$ cat config.mk
export PLATFORM = sky130hd
export DESIGN_NAME = uart_tx_frame
export DESIGN_NICKNAME = d
export VERILOG_FILES = /design/src/rtl/uart_tx_frame.sv
export SDC_FILE = /design/constraint.sdc
export NUM_CORES = 1
export LEC_CHECK = 0
export BUFFER_PORTS_ARGS = -buffer_cell sky130_fd_sc_hd__buf_2
export CAP_MARGIN = 20
export CORE_MARGIN = 2
export CORE_UTILIZATION = 35
export DETAILED_ROUTE_END_ITERATION = 16
export PLACE_DENSITY = 0.67
export SETUP_SLACK_MARGIN = 0.05
export SLEW_MARGIN = 25
export SYNTH_ARGS = -nofsm -noshare
export SYNTH_HDL_FRONTEND = slang
export SYNTH_SLANG_ARGS = --single-unit
$ cat constraint.sdc
create_clock -name CLK -period 1.9 [get_ports CLK]
set_input_delay 0.38 -clock CLK [delete_from_list [all_inputs] [get_ports CLK]]
set_output_delay 0.38 -clock CLK [all_outputs]
set_load 0.005 [all_outputs]
$ cat src/rtl/uart_tx_frame.sv
// UART transmit framer: start bit, LSB-first payload, optional parity, stop.
// One serial bit per CLK cycle; TX_OUT and busy come straight from flops.
module uart_tx_frame #(
  parameter int DATA_WIDTH = 8
) (
  input  logic                  CLK,
  input  logic                  RST,
  input  logic [DATA_WIDTH-1:0] P_DATA,
  input  logic                  Data_Valid,
  input  logic                  PAR_EN,
  input  logic                  PAR_TYP,
  output logic                  TX_OUT,
  output logic                  busy
);

  localparam int CW =
    (DATA_WIDTH > 1) ? $clog2(DATA_WIDTH) : 1;
  localparam logic [CW-1:0] LAST = CW'(DATA_WIDTH - 1);

  typedef enum logic [2:0] {
    IDLE,
    START,
    DATA,
    PARITY,
    STOP
  } state_t;

  state_t                  state;
  logic [CW-1:0]           cnt;
  logic [CW-1:0]           cnt_nx;
  logic [DATA_WIDTH-1:0]   data;
  logic                    par_en;
  logic                    par_typ;

  assign cnt_nx = cnt + CW'(1);

  // Outputs are registered, so each branch loads the bit of the state
  // being entered rather than the one being left.
  always_ff @(posedge CLK or posedge RST) begin
    if (RST) begin
      state   <= IDLE;
      cnt     <= '0;
      data    <= '0;
      par_en  <= 1'b0;
      par_typ <= 1'b0;
      TX_OUT  <= 1'b1;
      busy    <= 1'b0;
    end else begin
      case (state)
        IDLE: begin
          if (Data_Valid) begin
            data    <= P_DATA;
            par_en  <= PAR_EN;
            par_typ <= PAR_TYP;
            state   <= START;
            TX_OUT  <= 1'b0;
            busy    <= 1'b1;
          end
        end
        START: begin
          state  <= DATA;
          cnt    <= '0;
          TX_OUT <= data[0];
        end
        DATA: begin
          if (cnt == LAST) begin
            if (par_en) begin
              state  <= PARITY;
              TX_OUT <= (^data) ^ par_typ;
            end else begin
              state  <= STOP;
              TX_OUT <= 1'b1;
            end
          end else begin
            cnt    <= cnt_nx;
            TX_OUT <= data[cnt_nx];
          end
        end
        PARITY: begin
          state  <= STOP;
          TX_OUT <= 1'b1;
        end
        STOP: begin
          if (Data_Valid) begin
            data    <= P_DATA;
            par_en  <= PAR_EN;
            par_typ <= PAR_TYP;
            state   <= START;
            TX_OUT  <= 1'b0;
            busy    <= 1'b1;
          end else begin
            state  <= IDLE;
            TX_OUT <= 1'b1;
            busy   <= 1'b0;
          end
        end
        default: begin
          state  <= IDLE;
          TX_OUT <= 1'b1;
          busy   <= 1'b0;
        end
      endcase
    end
  end

endmodule
Word-level counts from Yosys, hierarchy flattened
Cells that the tools add are included.
- add/sub/neg operators: 1
- multipliers: 0
- div/mod/pow operators: 0
- $lt $le $gt $ge: 1
- equality and inequality tests: 8
- shifts and indexed selects: 0
- muxes and demuxes: 17
- bitwise logic cells: 2
- reduce and logical (&&, ||, !) cells: 9
- operator list (cell ; number):
    one-hot mux 3 bit (5 select lines) ; 1
    two-way mux 3 bit ; 4
    two-way mux 1 bit ; 8
    AND reduction 2 bit ; 4
    XOR reduction 8 bit ; 1
    equality test 3 x 2 -> 1 bit, second input constant ; 2
    equality test 3 bit, second input constant ; 2
    != test 2 bit, second input constant ; 3
    one-hot mux 3 bit (2 select lines) ; 1
    less-than comparator 3 x 4 -> 1 bit, second input constant ; 1
    one-hot mux 1 bit (4 select lines) ; 1
    adder 3 x 1 -> 3 bit, second input constant ; 1
    binary-select mux 1 bit (select 3 bit) ; 1
    equality test 3 x 1 -> 1 bit, second input constant ; 1
    zero test 3 bit ; 1
    one-hot mux 1 bit (3 select lines) ; 1
    OR reduction 3 bit ; 1
    nonzero test 2 bit ; 1
    OR reduction 2 bit ; 1
    inverter 1 bit ; 1
    XOR 1 bit ; 1
- register bits: 18
- latch bits: 0
- RAM bits: 0
- ROM bits: 0
- input port bits: 13
- output and inout port bits: 2
- logic and storage cells: 45
- memories kept: 0

Depth between registers and ports, before layout
Gate-level depths: netlist (run 1).
- depth in word-level cells: 5
- depth in mapped cells: 8
- depth with buffers taken out: 7

Worst setup path before layout (run 1)
Ideal clock, no wire load.
- path kind: register to register
- from: register cnt[0]
- to: register TX_OUT
- setup time: 91 ps
- arrival: 1812 ps
- required time: 1809 ps
- slack: -3 ps
- stages on the path, launching flop included: 9
- buffers on the path: 1
- period minus slack after synthesis: 1903 ps
- cells stage by stage: dfrtp_1 > ha_1 > ha_1 > buf_4 > mux2i_1 > mux4_2 > nand2b_1 > o2111ai_1 > o31ai_1
- cells in the longest elaborated chain, start to end: 5
- elaborated cells on any way between the ends: 6
- those cells by class: add/sub: 1; eq/ne: 1; mux: 4
- ends and longest elaborated chain (element ; line ; text):
    from (decl) ; 29 ; logic [CW-1:0] cnt;
    from (signal assigned) ; 75 ; cnt <= cnt_nx;
    adder 3 x 1 -> 3 bit ; 35 ; assign cnt_nx = cnt + CW'(1);
    binary-select mux 1 bit (select 3 bit) ; 76 ; TX_OUT <= data[cnt_nx];
    two-way mux 1 bit (not written as such) ; 76 ;
    two-way mux 1 bit (*) ; 66 ; if (cnt == LAST) begin
    one-hot mux 1 bit (4 select lines) (*) ; 49 ; case (state)
    to (signal assigned) ; 63 ; TX_OUT <= data[0];
    to (signal assigned) ; 69 ; TX_OUT <= (^data) ^ par_typ;
    to (signal assigned) ; 76 ;
    to (decl) ; 12 ; output logic TX_OUT,
Every way passes the cells marked *; elsewhere a longest branch is shown, timed or not. The select of a mux whose other input is x is not followed.
A chain may end at the register's enable or synchronous reset.

Worst setup path after layout (run 1)
Ends and elaborated chain as after synthesis.

==> metrics.md, run 1 <==
| Metric | Value |
|---|---|
| Final #Nets | around 110 |
| Final Hold Fails | 0 |
| Setup repair bufs after CTS | 0 |
| Max_cap viols | 0 |
| Synth Area per Inst | 12.0 um2 |
| Starting Density | 0.373 |
| Fraction of registers with async set or reset after synthesis | 1.00 |
| Routed via count | 641 |
| Crit path max fanout | 5 |
| Startpoint Class | register |
| Fmax | approximately 550 MHz |
| RSZ-0062 raised after global routing | yes |
| GP Congestion | 0.793 |
| Sequential fraction of the synthesis area | 0.484 |
| Post-Synthesis Cells | 78 |
| FP Rows | 18 |
| Final Setup Violations | 0 |
| Number of port buffers | 14 |
| WS Path Type | register to register |
| Share of cells above drive strength 1 | 0.379 |
| Critical Path End Type | register |
| Drt first pass iters | 4 |
| CTS max path bufs | 2 |
| CTS sink count | 18 |
| DPL Wire Length | between 1 and 1.5 mm |
| Measured slew at the worst slew-check pin | between 0.6 and 0.7 ns |
| Outcome | finished, final reports clean |
| Number of DRC markers in iteration 0 | 5 |
| Drt drc | 0 |
| DIE AREA | 3100 um2 |
| Die Ht | 55.6 um |
| Grt ovf | 0 |
| Required time of the critical path | between 2 and 2.5 ns |
| WL/cell | roughly 13 um |
| Largest net degree at the start of global routing | 19 |
| Core box area | 2500 um2 |
| Die Wd | 55.6 um |
| Vias in the first global route | ~640 |
| WL final | between 1.5 and 2 mm |
| Clock Skew | approximately 0.0023 ns |
| Yosys reg bits | 18 |
| Root buffer cell | clkbuf_4 |
| Worst Hold Class | input pin to async pin |
| VDD IR max | 1.17 mV |
| Clk_lat worst skew | 0.29 ns |
| GRT Util Overall | 0.119 |
| Net count after synthesis | 93 |
| CTS tree | built |
| Most common cell after layout, fill and taps aside | dfrtp_1 |
| Commonest cells after routing, fill and taps aside | dfrtp_1 (17), buf_2 (14), mux2_2 (9) |
| I/O pin cnt | 15 |
| Clock transition at path regs | approximately 0.10 ns |
| Slew Limit Fails | 0 |
| Number of synthesis warnings | 0 |
| ANT cells | 0 |
| Yosys cell types | 27 |
| TritonCTS Buffers | 3 |
| Layout overhead on the synthesized area | 16.9% |
| # H-tree levels | 1 |
| Syn Std Cell Area | approximately 930 um2 |
| Final Util | 0.436 |
| PD cells | between 1500 and 2000 nW/um2 |
| P_leak | 0.479 nW |
| Worst hold margin | 0.167 ns |
| Antenna-violating nets left | 0 |
| Post-synth EDFFs | 0 |
| Period utilization | 0.950 |
| Slew headroom | 0.543 |
| Cts hold-fix bufs | 0 |
| First-pass GRT wire length | 2.87 mm |
| Via-per-instance ratio | 5.13 |
| Period minus WS final | 1.80 ns |
| Final Power | 0.00200 W |
| Post-CTS Resized | 0 |
| Commonest register cell after synthesis | dfrtp_1 |
| Antenna violations before repair | 0 |
| Worst EP arrival | between 2 and 2.5 ns |
critical path, stage by stage, from the launching register on:
cell,delay (ns)
dfrtp_1,0.41
ha_2,0.21
ha_4,0.27
mux2i_1,0.12
mux4_2,0.47
nand2b_1,0.08
o2111ai_1,0.09
o31ai_1,0.08
final timing paths:
path                              from  endpoint  slack [ns]  cells past startpoint
worst max-delay path            cnt[0]    TX_OUT         0.1                      7
worst min-delay path               RST   data[7]        0.17                      2
worst max register to register  cnt[0]    TX_OUT         0.1                      7
worst min register to register    busy      busy        0.49                      1
max in group asynchronous          RST   data[4]        1.30                      2
min in group CLK                PAR_EN    par_en        0.28                      3
synthesized netlist by cell type, types with 2 or more instances:
cell type	number	area, um2
ha_1	2	25.0
nor3_1	3	15.0
a22oi_1	2	15.0
o21ai_0	5	25.0
xnor2_1	4	35.0
inv_1	4	15.0
nor2_1	4	15.0
mux2_2	9	101
mux2i_1	6	60.1
dfrtp_1	17	425
nand2_1	5	18.8
a21oi_1	2	10.0
power breakdown:
group          internal [W]  switching, W
combinational      0.000615      0.000395
clock              0.000117      0.000120
sequential         0.000571      0.000184
kinds of logic (layout without fill, tap and decap cells):
kind of cell	Yosys count	in the layout	share of synthesized area
DFF	18	18	0.484
muxes	16	16	0.197
and+or+nand+nor	15	15	0.0818
AOI/OAI and AO/OA	13	13	0.0871
xor gates and xnor gates	7	7	0.0898
buffers and inverters	7	24	0.0335
adders and majority gates	2	2	0.0268
stage by stage:
step / worst slack [ns] / std cells / setup TNS [ns] / area [um2]
global route: -0.00445 / 125 / -0.00445 / 1090
global placement: 0.157 / 121 / 0 / 1050
finish: 0.0958 / 125 / 0 / 1090
floorplan: 0.0970 / 78 / 0 / 952
CTS: 0.0899 / 125 / 0 / 1090
detailed placement: 0.112 / 121 / 0 / 1050
sequential cells by signal (all words and copies together) (netlist names):
register and cells:
par_typ 1, state 3, data 8, par_en 1, cnt 3, TX_OUT 1, busy 1
cell type report:
cell class                 count  area [um2]
tap                           30        37.5
timing repair buffer          16        85.1
inverter                       4        15.0
fill                         241        1410
sequential                    18         452
multi-input combinational     53         465
clock buffer                   4        36.3
layer usage:
layer,vias up,track usage,wire length (um)
li1,309,-,-
met1,316,0.151,728
met2,13,0.192,808
met3,3,0.0302,51
met4,0,0.0523,27
met5,-,0,0
No activity file was read; power rests on OpenSTA's default activity.
==> inputs of run 2 (changes only) <==
--- a/config.mk
+++ b/config.mk
@@ -7,11 +7,13 @@
 export LEC_CHECK = 0
 export BUFFER_PORTS_ARGS = -buffer_cell sky130_fd_sc_hd__buf_2
 export CAP_MARGIN = 20
+export CELL_PAD_IN_SITES_DETAIL_PLACEMENT = 0
+export CELL_PAD_IN_SITES_GLOBAL_PLACEMENT = 2
 export CORE_MARGIN = 2
-export CORE_UTILIZATION = 35
+export CORE_UTILIZATION = 32
 export DETAILED_ROUTE_END_ITERATION = 16
-export PLACE_DENSITY = 0.67
-export SETUP_SLACK_MARGIN = 0.05
+export PLACE_DENSITY = 0.83
+export SETUP_SLACK_MARGIN = 0.1
 export SLEW_MARGIN = 25
 export SYNTH_ARGS = -nofsm -noshare
 export SYNTH_HDL_FRONTEND = slang
==> run 2 against run 1 <==
Die area is 8.7% higher. Global-route usage is 0.47 points lower. Setup slack gained 0.024 ns. Critical path type unchanged. Largest cell class unchanged.
==> metrics.md, run 2 (same netlist as run 1, synthesis figures left out) <==
| Metric | Value |
|---|---|
| Period utilization | 0.937 (was 0.950) |
| First-pass GRT wire length | 2.90 mm (was 2.87 mm) |
| Antenna-violating nets left | 0 (unchanged) |
| CTS tree | built (unchanged) |
| Required time of the critical path | 2.12 ns (about the same) |
| CP peak stage delay | 0.46 ns (was 0.47 ns) |
| Most common cell after layout, fill and taps aside | dfrtp_1 (unchanged) |
| Antenna violations before repair | 0 (unchanged) |
| WP buf/inv | 0 (unchanged) |
| CTS max path bufs | 2 (unchanged) |
| Final #Nets | 112 (was 111) |
| PD cells | 1820 nW/um2 (was 1830 nW/um2) |
| Worst Hold Class | input pin to async pin (unchanged) |
| DIE AREA | 3360 um2 (was 3100 um2) |
| Vias in the first global route | 600 (was 641) |
| Commonest cells after routing, fill and taps aside | dfrtp_1 (17), buf_2 (14), mux2_2 (9) (unchanged) |
| Wl on met1 | 751 um (was 728 um) |
| Clock transition at path regs | 0.10 ns (about the same) |
| Critical Path End Type | register (unchanged) |
| Clk_lat worst skew | 0.30 ns (was 0.29 ns) |
| Placed Instances | 122 (was 121) |
| Family with the most delay on the worst path | multiplexers (unchanged) |
| I/O pin cnt | 15 (unchanged) |
| Die Ht | 58.0 um (was 55.6 um) |
| P_leak | 0.484 nW (was 0.479 nW) |
| WL final | 1.62 mm (about the same) |
| Drt first pass iters | 4 (unchanged) |
| CP max-delay cell | mux4_2 (unchanged) |
| RSZ-0062 raised after global routing | yes (unchanged) |
| GRT Util Overall | 0.115 (was 0.119) |
| Cell Chain, Critical Path | ha_2 > ha_4 > mux2i_1 > mux4_2 > nand2b_1 > o2111ai_1 > o31ai_1 (unchanged) |
| FP Rows | 19 (was 18) |
| Layout overhead on the synthesized area | 17.8% (was 16.9%) |
| Met3 Wirelength | 42 um (was 51 um) |
| Starting Density | 0.338 (was 0.373) |
| Clock Skew | 0.00211 ns (was 0.00227 ns) |
| # H-tree levels | 1 (unchanged) |
| Max_cap viols | 0 (unchanged) |
| Setup_tns | 0 ns (unchanged) |
| Largest net degree at the start of global routing | 19 (unchanged) |
| Startpoint Class | register (unchanged) |
| Worst hold margin | 0.155 ns (was 0.167 ns) |
| Outcome | finished, final reports clean (unchanged) |
| Die Wd | 58.0 um (was 55.6 um) |
| Share of cells above drive strength 1 | 0.385 (was 0.379) |
| Fmax | 562 MHz (was 554 MHz) |
| Top layer in use | met4 (unchanged) |
| Measured slew at the worst slew-check pin | 0.665 ns (was 0.684 ns) |
| VDD IR max | 1.14 mV (was 1.17 mV) |
| CTS sink count | 18 (unchanged) |
| Drt drc | 0 (unchanged) |
| Final Setup Violations | 0 (unchanged) |
| Number of DRC markers in iteration 0 | 13 (was 5) |
| Crit path max fanout | 5 (unchanged) |
| Final Hold Fails | 0 (unchanged) |
| Core box area | 2760 um2 (was 2500 um2) |
| Largest register FFs | 8 (unchanged) |
| Cts hold-fix bufs | 0 (unchanged) |
| Top Registers | data: 8 flops, cnt: 3 flops, state: 3 flops (unchanged) |
| Via-per-instance ratio | 5.02 (was 5.13) |
| ANT cells | 0 (unchanged) |
| Slew headroom | 0.556 (was 0.543) |
| # fillers | 276 (was 241) |
| GP Congestion | 0.781 (was 0.793) |
| Worst EP arrival | 2.00 ns (was 2.02 ns) |
| Slew Limit Fails | 0 (unchanged) |
| Root buffer cell | clkbuf_4 (unchanged) |
| Routed via count | 638 (was 641) |
| Grt ovf | 0 (unchanged) |
| Final std cells w/o fill | 127 (was 125) |
| Period minus WS final | 1.78 ns (was 1.80 ns) |
| TritonCTS Buffers | 3 (unchanged) |
| Number of port buffers | 14 (unchanged) |
| WL/cell | 12.7 um (was 12.9 um) |
| Met2 routed WL | 797 um (was 808 um) |
| Top reg by flops | data (unchanged) |
| WS Path Type | register to register (unchanged) |
-- run 2: worst paths after layout --
check,from,endpoint,slack [ns],cells past startpoint
max,cnt[0],TX_OUT,0.12,7
min,RST,par_en,0.15,2
max reg2reg,cnt[0],TX_OUT,0.12,7
min reg2reg,busy,busy,0.50,1
max in group asynchronous,RST,data[5],1.32,2
min in group CLK,PAR_EN,par_en,0.29,3
-- run 2: final cells by class --
cell class	instances	area (um2)	share of cell area
flip-flops and latches	18	452	0.411
inverters	4	15.0	0.0137
repair buffers	17	92.6	0.0842
well taps	31	38.8	0.0353
multi-input cells	53	465	0.423
clock buffers	4	36.3	0.0330
-- run 2: power by group --
part / switching (W) / internal, W
sequential: 0.000186 / 0.000571
combinational: 0.000383 / 0.000624
clock: 0.000121 / 0.000117
total: 0.000690 / 0.00131
-- run 2: what timing repair did --
action	4_1_cts	5_1_grt
buffers inserted	1	0
setup endpoints to repair	1	1
gates resized for setup	0	0
endpoints found under the hold margin	0	0
-- run 2: per-stage QoR --
| step | total power, W | setup WS (ns) | utilization | instance area (um2) |
|---|---|---|---|---|
| after floorplan | 0.00157 | 0.0970 | - | 952 |
| after global placement | 0.00175 | 0.156 | 0.383 | 1060 |
| after detailed placement | 0.00177 | 0.115 | 0.383 | 1060 |
| after CTS | 0.00203 | 0.108 | 0.399 | 1100 |
| after global routing | 0.00218 | 0.0272 | 0.399 | 1100 |
| final | 0.00200 | 0.120 | 0.399 | 1100 |
-- run 2: per-layer routing --
| layer | vias up | global-route usage |
|---|---|---|
| met5 | - | 0 |
| met2 | 11 | 0.182 |
| met1 | 313 | 0.154 |
| met4 | 0 | 0.0598 |
| li1 | 310 | - |
| met3 | 4 | 0.0134 |
